### src/rtl/vga_fetch_ctrl.sv
// Frame-read scheduler for the VGA pixel path: issues bounded read bursts to keep
// the line FIFO filled, tracks returned words, and flags frame completion and late starts.
module vga_fetch_ctrl #(
  parameter int HDISP           = 800,
  parameter int VDISP           = 480,
  parameter int BURST           = 16,
  parameter int FIFO_DEPTH      = 256,
  parameter int ADDR_W          = 32,
  parameter int BYTES_PER_PIXEL = 4
) (
  input  logic                          pixel_clk,
  input  logic                          pixel_rst_n,
  input  logic                          enable,
  input  logic                          frame_start,
  input  logic [ADDR_W-1:0]             fb_base,
  input  logic [$clog2(FIFO_DEPTH):0]   fifo_level,
  output logic                          rd_req,
  output logic [ADDR_W-1:0]             rd_addr,
  output logic [$clog2(BURST):0]        rd_len,
  input  logic                          rd_ack,
  input  logic                          rd_valid,
  output logic                          busy,
  output logic                          frame_done,
  output logic                          late_frame
);

  localparam int FRAME_WORDS = HDISP * VDISP;
  localparam int REM_W       = $clog2(FRAME_WORDS + 1);
  localparam int LEN_W       = $clog2(BURST) + 1;
  localparam int SUM_W       = $clog2(FIFO_DEPTH) + 2;

  typedef enum logic [1:0] {IDLE, ARM, REQ, DATA} state_t;

  state_t              state, state_next;
  logic [REM_W-1:0]    remaining, rem_after;
  logic [LEN_W-1:0]    data_cnt, cnt_inc, next_len;
  logic [ADDR_W-1:0]   pend_base, addr_inc;
  logic                restart_pend, restart_any;
  logic                has_space, burst_end;

  assign next_len    = (32'(remaining) >= BURST) ? LEN_W'(BURST) : LEN_W'(remaining);
  assign has_space   = (SUM_W'(fifo_level) + SUM_W'(next_len)) <= SUM_W'(FIFO_DEPTH);
  assign cnt_inc     = data_cnt + LEN_W'(1);
  assign burst_end   = (state == DATA) && rd_valid && (cnt_inc == rd_len);
  assign rem_after   = remaining - REM_W'(rd_len);
  assign addr_inc    = rd_addr + ADDR_W'(rd_len) * ADDR_W'(BYTES_PER_PIXEL);
  // A start arriving on the final word of a burst counts as already pending.
  assign restart_any = restart_pend || frame_start;

  assign rd_req = (state == REQ);
  assign busy   = (state != IDLE);

  always_ff @(posedge pixel_clk or negedge pixel_rst_n) begin
    // NOTE: sequential state uses non-blocking assignments so every register
    // samples the pre-edge values, independent of statement order.
    if (!pixel_rst_n) state <= IDLE;
    else              state <= state_next;
  end

  always_comb begin
    // NOTE: default assigned first so no path through the case infers a latch.
    state_next = state;
    case (state)
      IDLE: if (frame_start && enable) state_next = ARM;
      ARM: begin
        if (!enable)                        state_next = IDLE;
        else if (!frame_start && has_space) state_next = REQ;
      end
      REQ:  if (rd_ack) state_next = DATA;
      DATA: begin
        if (burst_end) begin
          if (restart_any)          state_next = ARM;
          else if (rem_after == '0) state_next = IDLE;
          else if (!enable)         state_next = IDLE;
          else                      state_next = ARM;
        end
      end
      default: state_next = IDLE;
    endcase
  end

  always_ff @(posedge pixel_clk or negedge pixel_rst_n) begin
    if (!pixel_rst_n) begin
      rd_addr      <= '0;
      rd_len       <= '0;
      remaining    <= '0;
      data_cnt     <= '0;
      pend_base    <= '0;
      restart_pend <= 1'b0;
      frame_done   <= 1'b0;
      late_frame   <= 1'b0;
    end else begin
      frame_done <= 1'b0;
      if (frame_start && state != IDLE) late_frame <= 1'b1;
      case (state)
        IDLE: begin
          if (frame_start && enable) begin
            rd_addr   <= fb_base;
            remaining <= REM_W'(FRAME_WORDS);
          end
        end
        ARM: begin
          if (enable && frame_start) begin
            rd_addr   <= fb_base;
            remaining <= REM_W'(FRAME_WORDS);
          end else if (enable && has_space) begin
            rd_len <= next_len;
          end
        end
        REQ: begin
          if (frame_start) begin
            restart_pend <= 1'b1;
            pend_base    <= fb_base;
          end
          if (rd_ack) data_cnt <= '0;
        end
        DATA: begin
          if (rd_valid) data_cnt <= cnt_inc;
          if (burst_end) begin
            if (restart_any) begin
              rd_addr      <= frame_start ? fb_base : pend_base;
              remaining    <= REM_W'(FRAME_WORDS);
              restart_pend <= 1'b0;
            end else begin
              rd_addr    <= addr_inc;
              remaining  <= rem_after;
              frame_done <= (rem_after == '0);
            end
          end else if (frame_start) begin
            restart_pend <= 1'b1;
            pend_base    <= fb_base;
          end
        end
        default: ;
      endcase
    end
  end

endmodule

### config.mk
export PLATFORM = sky130hd
export DESIGN_NAME = vga_fetch_ctrl
export DESIGN_NICKNAME = d
export VERILOG_FILES = /design/src/rtl/vga_fetch_ctrl.sv
export SDC_FILE = /design/constraint.sdc
export NUM_CORES = 1
export LEC_CHECK = 0
export ABC_CLOCK_PERIOD_IN_PS = 3600
export CORE_UTILIZATION = 58
export CTS_CLUSTER_DIAMETER = 60
export CTS_CLUSTER_SIZE = 24
export DETAILED_ROUTE_END_ITERATION = 6
export DONT_BUFFER_PORTS = 1
export PLACE_DENSITY_LB_ADDON = 0.3
export REMOVE_ABC_BUFFERS = 1
export SKIP_CTS_REPAIR_TIMING = 1
export SYNTH_ARGS = -nofsm -noshare
export SYNTH_HDL_FRONTEND = slang
export SYNTH_SLANG_ARGS = --single-unit
### constraint.sdc
create_clock -name pixel_clk -period 3.6 [get_ports pixel_clk]
set_input_delay 0.72 -clock pixel_clk [delete_from_list [all_inputs] [get_ports pixel_clk]]
set_output_delay 0.72 -clock pixel_clk [all_outputs]
set_load 0.01 [all_outputs]
Yosys cells after proc, flatten, opt, wreduce, memory -nomap -nowiden. Cells that the tools add are included.

Div/mod/pow operators: 0. $add $sub $neg: 4. Reduce and logical (&&, ||, !) cells: 20. Multiplexer cells: 31. Bitwise gates (word level): 1. Multipliers: 0. Equality and inequality tests: 12. Shift operators: 0. Magnitude comparators: 2.

Operators by type and width (count): 2-to-1 mux 32 bit (5); one-hot mux 32 bit (2 select lines) (2); 2-to-1 mux 19 bit (3); one-hot mux 19 bit (2 select lines) (1); adder 32 x 7 -> 32 bit (1); >= comparator 19 x 5 -> 1 bit, second input constant (1); zero test 19 bit (1); subtractor 19 x 5 -> 19 bit (1); 2-to-1 mux 5 bit (3); adder 9 x 5 -> 10 bit (1); less-or-equal comparator 10 x 9 -> 1 bit, second input constant (1); 2-to-1 mux 2 bit (5); one-hot mux 5 bit (2 select lines) (1); 2-to-1 mux 1 bit (9); AND reduction 3 bit (3); != test 2 bit, second input constant (4); one-hot mux 2 bit (4 select lines) (1); logical AND 1 bit (6); != test 3 bit, second input constant (2); nonzero test 2 bit (3); adder 5 x 1 -> 5 bit, second input constant (1); equality test 5 bit (1); equality test 2 bit, second input constant (2); != test 2 x 1 -> 1 bit, second input constant (2); other kinds (9) (10).

Register bits after elaboration: 98. Word-level logic and storage cells: 79. Memory bits (read-only): 0. Memory bits (writable): 0. Memories kept: 0. Latch bits: 0. Output and inout bits: 41.

Longest topological paths before layout.
Depth in word-level cells: 8. Mapped depth: 15.

Least setup slack after synthesis. No wires, ideal clock.

Kind: reg2reg. From: register remaining[14]. To: register rd_len[0]. Buffers on the path: 1. Library setup time: 0.125 ns. Arrival time: 3.396 ns. Cell stages (with the launch flop): 14. Path slack: 0.079 ns. Cells stage by stage: dfrtp_1 or3_1 or4_1 nor4_4 inv_1 ha_1 buf_2 a211oi_1 o21ai_1 a2111oi_2 o2111ai_1 a21oi_1 nand3_2 mux2_2.

Longest elaborated chain between the ends: 6.

RTL lines: start, declared (RTL line 35) `logic [REM_W-1:0] remaining, rem_after;`; start signal, assigned (RTL line 99) `remaining <= REM_W'(FRAME_WORDS);`; start signal, assigned (RTL line 105) `remaining <= REM_W'(FRAME_WORDS);`; start signal, assigned (RTL line 122) `remaining <= REM_W'(FRAME_WORDS);`; >= comparator 19 x 5 -> 1 bit (RTL line 41) `assign next_len = (32'(remaining) >= BURST) ? LEN_W'(BURST) : LEN_W'(remaining);`; 2-to-1 mux 5 bit (RTL line 41); via next_len[4] (RTL line 36) `logic [LEN_W-1:0] data_cnt, cnt_inc, next_len;`; adder 9 x 5 -> 10 bit (RTL line 42) `assign has_space = (SUM_W'(fifo_level) + SUM_W'(next_len)) <= SUM_W'(FIFO_DEPTH);`; less-or-equal comparator 10 x 9 -> 1 bit (RTL line 42); logical AND 1 bit (RTL line 106) `end else if (enable && has_space) begin`; AND reduction 3 bit (no line); end signal, assigned (RTL line 107) `rd_len <= next_len;`; end, declared (RTL line 19) `output logic [$clog2(BURST):0] rd_len,`.

The timed path passes the listed nets, and every way through them passes these cells. A chain may end at the register's enable or synchronous reset.

Worst setup path after layout.
From: register remaining[15]. To: register rd_len[0].

Same word-level chain as after synthesis.

==> flow_summary.rst <==
.. list-table::
   :header-rows: 1

   * - Metric
     - Value
   * - Core footprint
     - 0.01042 sq mm
   * - Shortest period the worst path allows
     - between 3 and 4 ns
   * - GPL Wtd Cong
     - around 0.92
   * - Clock tree from TritonCTS
     - built
   * - Leakage
     - 0.002888 uW
   * - Number of placed instances with taps included
     - around 810
   * - Non-filler cells in the finished layout
     - 824
   * - Routed wire length
     - around 17,000 microns
   * - Transition time of the tightest slew-check pin
     - approximately 1.3 ns
   * - Vertical die dimension
     - approximately 110 microns
   * - Path type of the worst setup path
     - reg -> reg
   * - Total clock buffers created by CTS
     - 9
   * - Highest ir drop seen on vdd
     - between 0.0003 and 0.0004 V
   * - Global-route wire length before repair
     - about 27,000 microns
   * - Overall fraction of global-route tracks in use
     - a little under a third
   * - Max-capacitance violation count
     - 0
   * - FILL cells
     - 836
   * - PortBufs
     - 0
   * - Post-detail-place hpwl
     - 11,260 microns
   * - Crit path arrival time
     - roughly 3.9 ns
   * - Number of placement rows
     - 37
   * - Number of antenna repair diodes
     - 0
   * - Layout-stage area growth over the synthesis result
     - 9.427%
   * - Dominant register cell in the synthesized netlist
     - sky130_fd_sc_hd__dfrtp_1
   * - Clock Latency Late Sink
     - between 0.3 and 0.4 ns
   * - Share of the yosys chip area belonging to registers
     - 39.15%
   * - Cell chosen for the clock root
     - sky130_fd_sc_hd__clkbuf_8
   * - Number of sinks on the clock net
     - between 90 and 100
   * - Setup Skew
     - between 0.01 and 0.015 ns
   * - Number of cells traversed by the worst register-to-register path
     - 13
   * - Fraction of final layout cells sized beyond drive strength 1
     - roughly 17%
   * - Fraction of synthesized cell area taken by the top area cell type
     - between 30 and 40%
   * - GR Overflow Total
     - 0
   * - Worst rel slew slack
     - approximately 15%
   * - Worst reg-to-reg setup slack
     - -0.03 ns
   * - Clock-pin slew on the worst setup and hold paths
     - ~0.10 ns
   * - Worst Setup Slack post-DPL
     - -0.2271 ns
   * - H-tree depth reported by CTS
     - 3
   * - Synth async-reset ratio
     - 100.0%
   * - Critical register-to-register path endpoint
     - rd_len[0]$_DFFE_PN0P_
   * - Worst-case clock buffer depth
     - 2
   * - Setup crit start kind
     - register
   * - Setup WS post-layout
     - -0.02940 ns
   * - Number of global-route vias before repair
     - between 5,000 and 6,000
   * - Leading post-synthesis cells by cell area
     - sky130_fd_sc_hd__dfrtp_1 39%, sky130_fd_sc_hd__o21ai_0 4.9%, sky130_fd_sc_hd__mux2_4 4.8%
   * - Starting DRT DRC Count
     - ~390
   * - Hold violation count in the final report
     - 0
   * - Avg Synthesized Cell Area
     - ~9.3 sq um
   * - Max-slew violation count
     - 0
   * - Count of different cell masters after synthesis
     - 74
   * - Detailed-router iteration count before antenna repair
     - 5
   * - Number of enable-type register cells in the synthesized netlist
     - 0
   * - Number of warnings issued by yosys
     - 0
   * - Layout Nets
     - between 700 and 800
   * - Launch point of the critical path
     - remaining[15]$_DFFE_PN0P_
   * - Endpoint class of the critical path
     - register
   * - Pin count of the biggest net entering global routing
     - between 90 and 100
   * - Final setup fails
     - 3
   * - Effective utilization at floorplan
     - between 60% and 70%
   * - Max Clock Freq
     - ~0.28 GHz
   * - DRC errors left
     - 0
   * - Final period utilization
     - 100.8%
   * - Failing checks
     - negative setup slack
   * - Storage element area
     - 0.002452 sq mm
   * - Per-cell via count in the routed design
     - roughly 6.7
   * - Top-level port count
     - 88
   * - Run status
     - complete, but fails checks
   * - Average wire per cell in the routed design
     - about 20 microns
   * - Die footprint
     - between 0.01 and 0.015 sq mm
   * - Hold Crit Class
     - in -> async
   * - RSZ-0062 raised after global routing
     - true
   * - Biggest fanout along the worst timing path
     - 5
   * - Cell taking the most area after synthesis
     - sky130_fd_sc_hd__dfrtp_1
   * - Number of register bits inferred by synthesis
     - 98
   * - Die width
     - approximately 110 microns
   * - Antenna violations before repair
     - 0
   * - Post-synthesis cell count
     - 674
   * - Worst Path Required
     - 3.87 ns
   * - Area of combinational cells with multiple inputs
     - 0.003671 sq mm
   * - Reg2reg start
     - remaining[15]$_DFFE_PN0P_
   * - PD cells
     - roughly 650 mW/mm^2
   * - Vias
     - about 5,500
   * - DRT antenna net count
     - 0
   * - Post-Synthesis Cell Area
     - about 0.0063 sq mm
-- metal layers --
metal / wire length (microns) / track usage [%] / share of wire [%]
met3: 1302 / 7.235 / 7.8
met4: 335 / 11.90 / 2.0
met1: 6859 / 38.78 / 41
met5: 0 / 0 / 0
met2: 8166 / 49.72 / 49
-- cell usage in the layout (no fill, tap or decap), types with 5 or more instances in the layout --
cell                       netlist  layout
sky130_fd_sc_hd__nor4_1          5       5
sky130_fd_sc_hd__a21oi_1        57      53
sky130_fd_sc_hd__dfrtp_1        98      98
sky130_fd_sc_hd__ha_1           16      13
sky130_fd_sc_hd__o211ai_1       11      11
sky130_fd_sc_hd__and2_1          7       7
sky130_fd_sc_hd__and3_1         19      19
sky130_fd_sc_hd__nand2_1        64      64
sky130_fd_sc_hd__xnor2_1        14      14
sky130_fd_sc_hd__a22o_1         15      15
sky130_fd_sc_hd__a31oi_1        14      14
sky130_fd_sc_hd__mux2_4         20      21
sky130_fd_sc_hd__mux2_2          8       7
sky130_fd_sc_hd__o41ai_1         6       6
sky130_fd_sc_hd__o21ai_0        61      61
sky130_fd_sc_hd__buf_4           0      28
sky130_fd_sc_hd__a221oi_1        5       5
sky130_fd_sc_hd__nor2_1         39      37
sky130_fd_sc_hd__nand3_1        27      27
sky130_fd_sc_hd__a21o_1          9       9
sky130_fd_sc_hd__mux2_1          6       6
sky130_fd_sc_hd__o31ai_1         7       7
sky130_fd_sc_hd__inv_1          24      23
sky130_fd_sc_hd__nor2b_1         6       6
sky130_fd_sc_hd__o21ai_1         9       8
sky130_fd_sc_hd__nor3_1          9       9
sky130_fd_sc_hd__mux2i_1         5       5
sky130_fd_sc_hd__clkbuf_8        0       9
sky130_fd_sc_hd__o22ai_1         7       6
-- cells by family (layout without fill, tap and decap cells) --
family,Yosys count,after routing,synth area share (%)
AND/OR/NAND/NOR,209,209,17.68
multiplexers,39,39,8.109
AO/OA/AOI/OAI,236,236,24.55
buffers and inverters,56,70,3.994
XOR/XNOR,17,17,2.377
flip-flops,98,98,39.15
adder cells (fa/ha/maj),19,19,4.154
-- worst max path at each step --
| stage | endpoint | slack, ns | depth (start not counted) |
|---|---|---|---|
| 5_1_grt | rd_len[0]$_DFFE_PN0P_ | -0.15 | 14 |
| 3_5_place_dp | rd_len[4]$_DFFE_PN0P_ | -0.23 | 15 |
| 6_report | rd_len[0]$_DFFE_PN0P_ | -0.03 | 13 |
| 2_1_floorplan | rd_len[0]$_DFFE_PN0P_ | 0.1 | 12 |
| 3_3_place_gp | rd_len[1]$_DFFE_PN0P_ | -0.11 | 12 |
| 4_1_cts | rd_len[0]$_DFFE_PN0P_ | -0.32 | 12 |
-- cell type report --
cell class                 count  share of cell area (%)
inverter                      24                   1.314
sequential                    98                   35.77
multi-input combinational    520                   53.55
clock inverter                 7                   1.697
timing repair buffer          30                   3.377
clock buffer                   9                   1.807
tap                          136                   2.482
-- state kept, by name (all words and copies together) (netlist names), named ones only --
name,flops
remaining,19
frame_done,1
restart_pend,1
data_cnt,5
late_frame,1
rd_addr,32
state,1
rd_len,5
pend_base,32
-- synth_stat cells (all sizes together), types with 7 or more instances --
master   n
nor2    42
nand2   64
dfrtp   98
and2     7
a22o    15
o21ai   72
xnor2   14
and3    19
a21o     9
mux2    34
nor3    10
clkbuf  21
o31ai    8
ha      16
a21oi   57
a31oi   14
inv     24
o22ai    7
nor4     7
o211ai  12
buf     11
nand3   28
-- stage by stage --
step	power, uW	area, sq um	hold WS, ns	TNS [ns]	utilization, %
2_1_floorplan	3098	6105	0.4244	0	-
3_3_place_gp	3487	6480	0.4261	-0.5268	62.21
3_5_place_dp	3578	6480	0.4275	-1.217	62.21
4_1_cts	4450	6720	0.001787	-1.837	64.52
5_1_grt	4737	6855	0.0004037	-0.6019	65.81
6_report	4474	6855	0.02106	-0.03954	65.81
-- report_power, final --
| part | internal (uW) | switching [uW] | leakage, uW |
|---|---|---|---|
| Clock | 462 | 409 | 0.000120 |
| Combinational | 756 | 855 | 0.00161 |
| Sequential | 1480 | 511 | 0.00116 |
-- critical path, cell delays in order, from the launching register on --
cell	delay, ns
sky130_fd_sc_hd__dfrtp_1	0.41
sky130_fd_sc_hd__or3_4	0.38
sky130_fd_sc_hd__or4_4	0.45
sky130_fd_sc_hd__nor4_4	0.27
sky130_fd_sc_hd__inv_2	0.13
sky130_fd_sc_hd__nor2_4	0.13
sky130_fd_sc_hd__ha_4	0.15
sky130_fd_sc_hd__fa_2	0.22
sky130_fd_sc_hd__xor2_1	0.10
sky130_fd_sc_hd__a2111oi_4	0.34
sky130_fd_sc_hd__o2111ai_2	0.17
sky130_fd_sc_hd__a21oi_2	0.27
sky130_fd_sc_hd__nand3_4	0.15
sky130_fd_sc_hd__mux2_4	0.34
(Power assumes the default switching activity.)
